[config.mk]
export PLATFORM = sky130hd
export DESIGN_NAME = hazard_ctrl
export DESIGN_NICKNAME = d
export VERILOG_FILES = /design/src/rtl/hazard_ctrl.sv
export SDC_FILE = /design/constraint.sdc
export NUM_CORES = 1
export LEC_CHECK = 0
export ABC_AREA = 1
export BUFFER_PORTS_ARGS = -buffer_cell sky130_fd_sc_hd__buf_2
export CORE_AREA = 2 2 45 55
export DETAILED_ROUTE_END_ITERATION = 12
export DIE_AREA = 0 0 47 57
export HOLD_SLACK_MARGIN = 0.03
export PLACE_DENSITY_LB_ADDON = 0.25
export SLEW_MARGIN = 20
export SYNTH_ARGS = -nofsm -noshare
export SYNTH_HDL_FRONTEND = slang
export SYNTH_SLANG_ARGS = --single-unit
[constraint.sdc]
create_clock -name clk -period 1.2 [get_ports clk]
set_clock_uncertainty 0.05 [all_clocks]
set_input_delay 0.18 -clock clk [delete_from_list [all_inputs] [get_ports clk]]
set_output_delay 0.18 -clock clk [all_outputs]
set_load 0.02 [all_outputs]
[src/rtl/hazard_ctrl.sv]
// Pipeline hazard control: operand forwarding selects, load-use stall and branch flush.
// Optional performance counters are enabled with the HAZARD_PERF_EN macro.
module hazard_ctrl #(
    parameter int unsigned NSTAGE    = 2,
    parameter int unsigned FLUSH_CYC = 1
) (
    input  logic       clk,
    input  logic       rst,
    input  logic       id_valid,
    input  logic [4:0] id_rs1,
    input  logic [4:0] id_rs2,
    input  logic [4:0] id_rd,
    input  logic       id_rf_en,
    input  logic       id_is_load,
    input  logic       brj,
    output logic [2:0] sel_a_fwd,
    output logic [2:0] sel_b_fwd,
    output logic       stall,
`ifdef HAZARD_PERF_EN
    output logic [31:0] stall_cnt,
    output logic [31:0] flush_cnt,
`endif
    output logic       flush
);

    // Index 0 holds the youngest in-flight instruction.
    logic [NSTAGE-1:0]      valid_q, valid_d;
    logic [NSTAGE-1:0][4:0] rd_q, rd_d;
    logic [NSTAGE-1:0]      rf_en_q, rf_en_d;
    logic [NSTAGE-1:0]      is_load_q, is_load_d;
    logic [1:0]             fcnt_q, fcnt_d;

    always_comb begin
        flush = brj | (fcnt_q != 2'd0);
        stall = id_valid & ~flush & valid_q[0] & rf_en_q[0] & is_load_q[0] &
                (rd_q[0] != 5'd0) & ((rd_q[0] == id_rs1) | (rd_q[0] == id_rs2));
    end

    // Walk oldest to youngest so the youngest match overrides older ones.
    always_comb begin
        sel_a_fwd = '0;
        sel_b_fwd = '0;
        for (int unsigned k = NSTAGE; k > 0; k--) begin
            if (valid_q[k-1] && rf_en_q[k-1] && (rd_q[k-1] != 5'd0)) begin
                if (rd_q[k-1] == id_rs1) sel_a_fwd = 3'(k);
                if (rd_q[k-1] == id_rs2) sel_b_fwd = 3'(k);
            end
        end
    end

    always_comb begin
        valid_d      = valid_q;
        rd_d         = rd_q;
        rf_en_d      = rf_en_q;
        is_load_d    = is_load_q;
        valid_d[0]   = id_valid & ~stall & ~flush;
        rd_d[0]      = id_rd;
        rf_en_d[0]   = id_rf_en;
        is_load_d[0] = id_is_load;
        for (int unsigned k = 1; k < NSTAGE; k++) begin
            valid_d[k]   = valid_q[k-1];
            rd_d[k]      = rd_q[k-1];
            rf_en_d[k]   = rf_en_q[k-1];
            is_load_d[k] = is_load_q[k-1];
        end
    end

    always_comb begin
        fcnt_d = fcnt_q;
        if (brj)                  fcnt_d = 2'(FLUSH_CYC - 1);
        else if (fcnt_q != 2'd0)  fcnt_d = fcnt_q - 2'd1;
    end

    always_ff @(posedge clk or posedge rst) begin
        if (rst) begin
            valid_q   <= '0;
            rd_q      <= '0;
            rf_en_q   <= '0;
            is_load_q <= '0;
            fcnt_q    <= '0;
        end else begin
            valid_q   <= valid_d;
            rd_q      <= rd_d;
            rf_en_q   <= rf_en_d;
            is_load_q <= is_load_d;
            fcnt_q    <= fcnt_d;
        end
    end

`ifdef HAZARD_PERF_EN
    logic [31:0] stall_cnt_q, stall_cnt_d;
    logic [31:0] flush_cnt_q, flush_cnt_d;

    always_comb begin
        stall_cnt_d = stall_cnt_q + {31'd0, stall};
        flush_cnt_d = flush_cnt_q + {31'd0, flush};
    end

    always_ff @(posedge clk or posedge rst) begin
        if (rst) begin
            stall_cnt_q <= '0;
            flush_cnt_q <= '0;
        end else begin
            stall_cnt_q <= stall_cnt_d;
            flush_cnt_q <= flush_cnt_d;
        end
    end

    assign stall_cnt = stall_cnt_q;
    assign flush_cnt = flush_cnt_q;
`endif

endmodule

# After elaboration in Yosys (flattened, before gate mapping)
# Index checks and enable logic that the tools add are counted.
dict set report op_classes {
  reduce_logical 8
  n_mux 10
  bitwise_logic 12
  eq_ne 4
  n_addsub 1
}
# op n
set ops {}
lappend ops {{$eq A5 B5 Y1} 4}
lappend ops {{$mux W2} 6}
lappend ops {{$mux W3} 4}
lappend ops {{$reduce_bool A5 Y1} 2}
lappend ops {{$and A1 B1 Y1} 8}
lappend ops {{$logic_and A1 B1 Y1} 4}
lappend ops {{$reduce_bool A2 Y1} 2}
lappend ops {{$not A1 Y1} 2}
lappend ops {{$or A1 B1 Y1} 2}
lappend ops {{$sub A2 B1 Y2 const B} 1}
dict set report totals {
  inputBits 21
  elab_cells 41
  regBits 17
}

# Logic depth before layout (Yosys ltp)
# Gate-level depths: netlist (run 1).
dict set report depth {
  ltp_word 12
  mapped_depth 7
  mapped_depth_nobuf 7
}

# Worst setup path before layout (run 1)
# OpenSTA, ideal clock, no wires.
dict set report synth_path {
  kind {register to output}
  start {register fcnt_q[0]}
  end {output port stall}
  path_slack_ps -325
  path_stages_with_launch 8
  t_required_ps 970
  t_arrival_ps 1295
  path_buffers 0
  path_cell_list {dfrtp_1 > inv_1 > ha_1 > nand2_1 > inv_1 > nand3_1 > nor2_1 > and2_1}
}
dict set report synth_between {
  elab_chain_len 9
}
# element line_no
set synth_lines {}
lappend synth_lines {{start, declared} 31} ;# logic [1:0] fcnt_q, fcnt_d;
lappend synth_lines {{start signal, assigned} 86} ;# fcnt_q <= fcnt_d;
lappend synth_lines {{$reduce_bool A2 Y1} 34} ;# flush = brj | (fcnt_q != 2'd0);
lappend synth_lines {{$or A1 B1 Y1} 34}
lappend synth_lines {{via flush} 23} ;# output logic flush
lappend synth_lines {{$not A1 Y1} 35} ;# stall = id_valid & ~flush & valid_q[0] & rf_en_q[0] & is_load_q[0] &
lappend synth_lines {{$and A1 B1 Y1 (5 in a row)} 35}
lappend synth_lines {{$and A1 B1 Y1} 36} ;# (rd_q[0] != 5'd0) & ((rd_q[0] == id_rs1) | (rd_q[0] == id_rs2));
lappend synth_lines {{end, declared} 18} ;# output logic stall,
# The timed path passes the listed nets, and every way through them passes these cells.

# Worst setup path in the final report (run 1)
dict set report layout_path {
  start {register rd_q (netlist bit rd_d[9])}
  end {output port sel_b_fwd[1]}
}
dict set report layout_between {
  elab_chain_len 3
}
# element line_no
set layout_lines {}
lappend layout_lines {{start, declared} 28} ;# logic [NSTAGE-1:0][4:0] rd_q, rd_d;
lappend layout_lines {{start signal, assigned} 83} ;# rd_q <= rd_d;
lappend layout_lines {{$eq A5 B5 Y1 / $reduce_bool A5 Y1 (equally long branches)} {46, 44}}
lappend layout_lines {{$mux W3 / $logic_and A1 B1 Y1 (equally long branches)} {46, 44}}
lappend layout_lines {{$mux W3 *} 44} ;# if (valid_q[k-1] && rf_en_q[k-1] && (rd_q[k-1] != 5'd0)) begin
lappend layout_lines {{end, declared} 17} ;# output logic [2:0] sel_b_fwd,
# Every way passes the cells marked *; elsewhere a longest branch is shown, timed or not.

==> qor.json, run 1 <==
{
  "fp.dieW_um": 47,
  "synth.cells.most_frequent": "sky130_fd_sc_hd__nand2_1, sky130_fd_sc_hd__dfrtp_1, sky130_fd_sc_hd__inv_1",
  "layout_worst_path_cycle_share_pct": 141,
  "combinational_family_with_the_most_area_after_synthesis": "simple AND/OR/NAND/NOR gates",
  "total_power_mw": 1.58,
  "clock_tree.buffer_depth": 2,
  "cts.sink_count": 17,
  "grt_start_max_net_pins": 18,
  "post_synth_and_or_nand_nor_area_fraction_pct": 27.5,
  "cap_violations": 0,
  "start_util_pct": 40.8,
  "detail_route.iter0.violations": 14,
  "vias": 830,
  "drt-total-wl_um": 1930,
  "num_rows": 19,
  "cts_inserted_buffers": 3,
  "finalWorstPathRequiredPeriod_ps": 1700,
  "switching_fraction_pct": 31.1,
  "place.port_buffers": 26,
  "synth_warnings": 0,
  "ctsHtreeMaxLevel": 1,
  "detailed_placer_s_ending_hpwl_um": 1480,
  "rsz0062_at_grt": "true",
  "most_frequent_cell_after_synthesis": "sky130_fd_sc_hd__nand2_1",
  "globalRouteOverflowTotal": 0,
  "maximum_fanout_count_along_the_critical_path": 4,
  "vdd_ir_drop_max_mv": 1.07,
  "net-switching-power_mw": 0.490,
  "grt_pass1_wl_um": 3280,
  "static-leakage-power_nw": 0.680,
  "num_antenna_cells": 0,
  "grt_antenna_before_repair": 0,
  "yosys-top-cells-area": "sky130_fd_sc_hd__dfrtp_1, sky130_fd_sc_hd__nand2_1, sky130_fd_sc_hd__xnor2_1",
  "die_h_um": 57,
  "power.combinational.fraction_pct": 37.5,
  "clk_latency_ps": 280,
  "tritoncts_clock_tree": "built",
  "worstPathArrival_ps": 1470,
  "place_inst": 173,
  "timing.final.max_slew_violations": 0,
  "ios": 29,
  "synth_top_area_share_pct": 47.7,
  "final_antenna_net_count": 0,
  "share_of_post_route_cells_with_drive_strength_above_1_pct": 44.6,
  "post-route-util_pct": 63.3,
  "critical_path.endpoint_type": "output pin",
  "power.share.clock_pct": 18.7,
  "synth_cell_type_count": 18,
  "clock_tree.root_cell": "sky130_fd_sc_hd__clkbuf_4",
  "required_ps": 970,
  "synth_sequential_area_ratio_pct": 47.7,
  "design.core.area_um2": 2190,
  "wl_per_cell_um": 10.3,
  "final-instance-count-excl-fill": 188,
  "grt_util_all_layers_pct": 17.4,
  "final-setup-viol-count": 7,
  "drtPass1Iterations": 4,
  "synthXorXnorAreaFrac_pct": 11.8,
  "hold_ws_ps": 38.3,
  "via_count_of_the_first_global_routing_pass": 817,
  "total_die_area_um2": 2680,
  "crit_path_start_kind": "register",
  "post-synth-top-area-cell": "sky130_fd_sc_hd__dfrtp_1",
  "vias_per_cell": 4.41,
  "final.setup.worst_slack_ps": -497,
  "post_synth_fa_ha_maj_area_fraction_pct": 1.40,
  "postSynthCellCount": 111,
  "violations_in_the_final_reports": "negative setup slack",
  "synth_async_sr_flop_share_pct": 100,
  "post_synth.cell_area_avg_um2": 8.04,
  "hp-class": "in2reg",
  "status": "finished with violations",
  "final_stage_net_count": 180,
  "timing.setup.critical_path_class": "reg2out",
  "yosys_most_used_dff": "sky130_fd_sc_hd__dfrtp_1",
  "maxClockFrequency_mhz": 589,
  "design_area_um2": 1390,
  "synth_mux_area_share_pct": 0,
  "syn2layout_area_growth_pct": 55.3,
  "intPower_mw": 1.09,
  "synth_compound_area_share_pct": 1.96,
  "gp_congestion": 0.703,
  "number_of_endpoints_with_negative_hold_slack_in_the_final_report": 0,
  "synth-edff-count": 0,
  "worst_setup_hold_path_clk_slew_ps": 90,
  "drt_drc_violations_left": 0,
  "synth_area_um2": 892,
  "post_synthesis_register_bit_count": 17,
  "powerDensity_nw_per_um2": 1140,
  "share_seq_of_total_power_pct": 43.8,
  "post_dp_cell_area_um2": 1140
}
[power by group through the flow]
stage	clock (mW)	combinational [mW]	sequential, mW
finish	0.295	0.591	0.690
global route	0.329	0.659	0.699
CTS	0.304	0.577	0.689
detailed placement	0	0.445	0.698
global placement	0	0.430	0.691
floorplan	0	0.281	0.686
[cell families (layout without fill, tap and decap cells)]
family | after synthesis | after routing
compound gates | 3 | 3
flops | 17 | 17
simple gates | 57 | 57
xor+xnor | 12 | 12
fa+ha+maj | 1 | 1
buf+inv | 20 | 65
other cells | 1 | 2
[registers in the layout, indices dropped and copies added (netlist names)]
register / flops
rf_en_q: 2
rd_q: 5
rd_d: 5
is_load_q: 1
valid_q: 2
fcnt_q: 2
[critical path, stage by stage, from the launching register on]
cell and delay [ps]:
sky130_fd_sc_hd__dfrtp_1 430, sky130_fd_sc_hd__xnor2_1 300, sky130_fd_sc_hd__nand3_4 120, sky130_fd_sc_hd__nor2_4 170, sky130_fd_sc_hd__nor2_4 40, sky130_fd_sc_hd__buf_6 120
[final timing paths]
kind | startpoint | endpoint | slack, ps | cells past startpoint
worst max-delay path | rd_d[9] | sel_b_fwd[1] | -500 | 5
worst min-delay path | brj | fcnt_q[1] | 40 | 2
worst max register to register | rd_d[8] | valid_q[0] | -70 | 6
worst min register to register | rf_en_q[0] | rf_en_q[1] | 390 | 0
max in group asynchronous | rst | rd_d[8] | 500 | 4
min in group asynchronous | rst | rd_q[6] | 400 | 4
[layer usage]
metal  up-vias  GRT usage, %  part of all wire [%]
met5         -             0                     0
met1       389          19.6                    35
li1        422             -                     -
met4         0          7.14                   1.7
met2        15          30.3                    60
met3         4          3.80                   3.0
[through the flow]
stage               TNS (ps)  setup slack [ps]
floorplan               -169             -97.2
global placement       -1000              -254
detailed placement     -1070              -262
CTS                    -2660              -497
global route           -3330              -616
finish                 -2640              -497
[repair_timing]
item	CTS	global route
endpoints found under the setup margin	7	7
buffers inserted	2	1
pin swaps	14	9
gates resized for setup	18	13
hold buffers	8	0
hold endpoints to repair	24	0
[cell usage in the layout, fill, tap and decap left out, drive strengths merged]
| cell | count |
|---|---|
| a21oi | 1 |
| and2 | 1 |
| buf | 35 |
| clkbuf | 4 |
| conb | 2 |
| dfrtp | 17 |
| dlygate4sd3 | 8 |
| ha | 1 |
| inv | 18 |
| nand2 | 33 |
| nand3 | 8 |
| nand4 | 1 |
| nor2 | 13 |
| nor3 | 1 |
| o21ai | 1 |
| o31ai | 1 |
| xnor2 | 12 |
[area by class of cell]
class	count	area, µm²
clock buffer	4	26.3
multi-input combinational	75	507
tap	31	38.8
inverter	18	67.6
fill	212	802
sequential	17	427
timing repair buffer	43	319
No activity file was read; power rests on OpenSTA's default activity.
==> run 2, diff against run 1 <==
--- a/config.mk
+++ b/config.mk
@@ -8,6 +8,7 @@
 export ABC_AREA = 1
 export BUFFER_PORTS_ARGS = -buffer_cell sky130_fd_sc_hd__buf_2
 export CORE_AREA = 2 2 45 55
+export CTS_BUF_LIST = sky130_fd_sc_hd__clkbuf_4 sky130_fd_sc_hd__clkbuf_8 sky130_fd_sc_hd__clkbuf_16
 export DETAILED_ROUTE_END_ITERATION = 12
 export DIE_AREA = 0 0 47 57
 export HOLD_SLACK_MARGIN = 0.03
==> qor.json, run 2 (same netlist as run 1, synthesis figures left out) <==
{
  "cap_violations": 0,
  "grt_util_all_layers_pct": 17.1,
  "tritoncts_clock_tree": "built",
  "globalRouteOverflowTotal": 0,
  "critical_path.endpoint_type": "output pin",
  "via_count_of_the_first_global_routing_pass": 822,
  "clk_latency_ps": 290,
  "die_h_um": 57,
  "drt-total-wl_um": 1960,
  "crit_path_start_kind": "register",
  "grt_antenna_before_repair": 0,
  "drt_drc_violations_left": 0,
  "maxClockFrequency_mhz": 587,
  "detail_route.iter0.violations": 10,
  "gp_congestion": 0.703,
  "dp_worst_setup_slack_ps": -262,
  "vdd_ir_drop_max_mv": 1.09,
  "static-leakage-power_nw": 0.690,
  "final_antenna_net_count": 0,
  "layout_worst_path_cycle_share_pct": 142,
  "number_of_endpoints_with_negative_hold_slack_in_the_final_report": 0,
  "final-instance-count-excl-fill": 188,
  "net-switching-power_mw": 0.504,
  "clock_tree.root_cell": "sky130_fd_sc_hd__clkbuf_4",
  "finalWorstPathRequiredPeriod_ps": 1700,
  "design.core.area_um2": 2190,
  "timing.setup.critical_path_class": "reg2out",
  "final_stage_net_count": 180,
  "cts.sink_count": 17,
  "worstPathArrival_ps": 1470,
  "grt_start_max_net_pins": 18,
  "hp-class": "in2reg",
  "final_common_cell": "sky130_fd_sc_hd__nand2_1",
  "intPower_mw": 1.11,
  "grt_pass1_wl_um": 3260,
  "rsz0062_at_grt": "true",
  "total_power_mw": 1.62,
  "hold_ws_ps": 34.3,
  "timing.final.max_slew_violations": 0,
  "wl_per_cell_um": 10.4,
  "ctsHtreeMaxLevel": 1,
  "power.combinational.fraction_pct": 37.2,
  "layout.cells.most_common_list": "sky130_fd_sc_hd__nand2_1, sky130_fd_sc_hd__buf_2, sky130_fd_sc_hd__dfrtp_1, sky130_fd_sc_hd__inv_1, sky130_fd_sc_hd__xnor2_1",
  "start_util_pct": 40.8,
  "syn2layout_area_growth_pct": 57.8,
  "power.share.clock_pct": 20.0,
  "share_seq_of_total_power_pct": 42.8,
  "vias_per_cell": 4.44,
  "maximum_fanout_count_along_the_critical_path": 4,
  "num_rows": 19,
  "switching_fraction_pct": 31.2,
  "place_inst": 173,
  "final-setup-viol-count": 7,
  "r2r-start": "rd_d[8]",
  "fin_setup_tns_ps": -2620,
  "fp.dieW_um": 47,
  "ios": 29,
  "critPathLaunch": "rd_d[7]",
  "required_ps": 970,
  "min-delay-start": "brj",
  "cts_inserted_buffers": 3,
  "violations_in_the_final_reports": "negative setup slack",
  "detailed_placer_s_ending_hpwl_um": 1480,
  "worst_setup_hold_path_clk_slew_ps": 90,
  "place.port_buffers": 26,
  "num_antenna_cells": 0,
  "final.setup.worst_slack_ps": -502,
  "powerDensity_nw_per_um2": 1150,
  "vias": 834,
  "drtPass1Iterations": 3,
  "total_die_area_um2": 2680,
  "clock_tree.buffer_depth": 2,
  "share_of_post_route_cells_with_drive_strength_above_1_pct": 46.5,
  "status": "finished with violations"
}
==> run 2: cell counts in the layout (fill, tap and decap cells not counted) <==
No cell type changed its count.
==> run 2: worst max-delay path: stages (launching register included) <==
cell	delay (ps)
sky130_fd_sc_hd__dfrtp_1	420
sky130_fd_sc_hd__inv_2	80
sky130_fd_sc_hd__nand4_1	150
sky130_fd_sc_hd__nand3_4	130
sky130_fd_sc_hd__nor2_4	150
sky130_fd_sc_hd__and2_4	150
sky130_fd_sc_hd__buf_6	100
==> run 2: per-layer routing <==
| metal | routed length [µm] | up-vias | track usage (%) | part of all wire, % |
|---|---|---|---|---|
| met5 | 0 | - | 0 | 0 |
| met4 | 21 | 0 | 5.95 | 1.1 |
| met3 | 59 | 3 | 3.80 | 3.0 |
| met2 | 1190 | 16 | 30.3 | 61 |
| met1 | 680 | 391 | 19.3 | 35 |
| li1 | - | 424 | - | - |
==> run 2: final timing paths <==
| kind | endpoint | slack, ps | cells after the start |
|---|---|---|---|
| setup / recovery | stall | -500 | 6 |
| max in group asynchronous | rd_d[8] | 510 | 4 |
| hold reg to reg | rf_en_q[1] | 390 | 0 |
| setup reg to reg | valid_q[0] | -50 | 6 |
| hold / removal | fcnt_q[1] | 30 | 2 |
| min in group asynchronous | rd_q[6] | 390 | 4 |
==> run 2: stage by stage <==
step	cell area, µm²	util, %
final	1410	64.4
after global routing	1410	64.4
after CTS	1330	60.9
after detailed placement	1140	52.3
after global placement	1140	52.3
after floorplan	946	-
==> run 2: cell type report <==
type / count / area (µm²)
tap: 31 / 38.8
clock buffer: 4 / 30.0
timing repair buffer: 43 / 323
multi-input combinational: 75 / 522
fill: 204 / 779
sequential: 17 / 427
inverter: 18 / 67.6
==> run 2: what timing repair did <==
item | CTS | global route
resized for setup | 18 | 17
buffers inserted | 2 | 2
hold buffers | 8 | 0
endpoints found under the hold margin | 24 | 0
pin swaps | 14 | 11
setup endpoints to repair | 7 | 7
==> run 2: power groups by stage <==
| stage | clock (mW) | combinational, mW | sequential, mW |
|---|---|---|---|
| after global placement | 0 | 0.430 | 0.691 |
| after detailed placement | 0 | 0.445 | 0.698 |
| after floorplan | 0 | 0.281 | 0.686 |
| final | 0.324 | 0.600 | 0.692 |
| after CTS | 0.328 | 0.577 | 0.689 |
| after global routing | 0.353 | 0.666 | 0.700 |
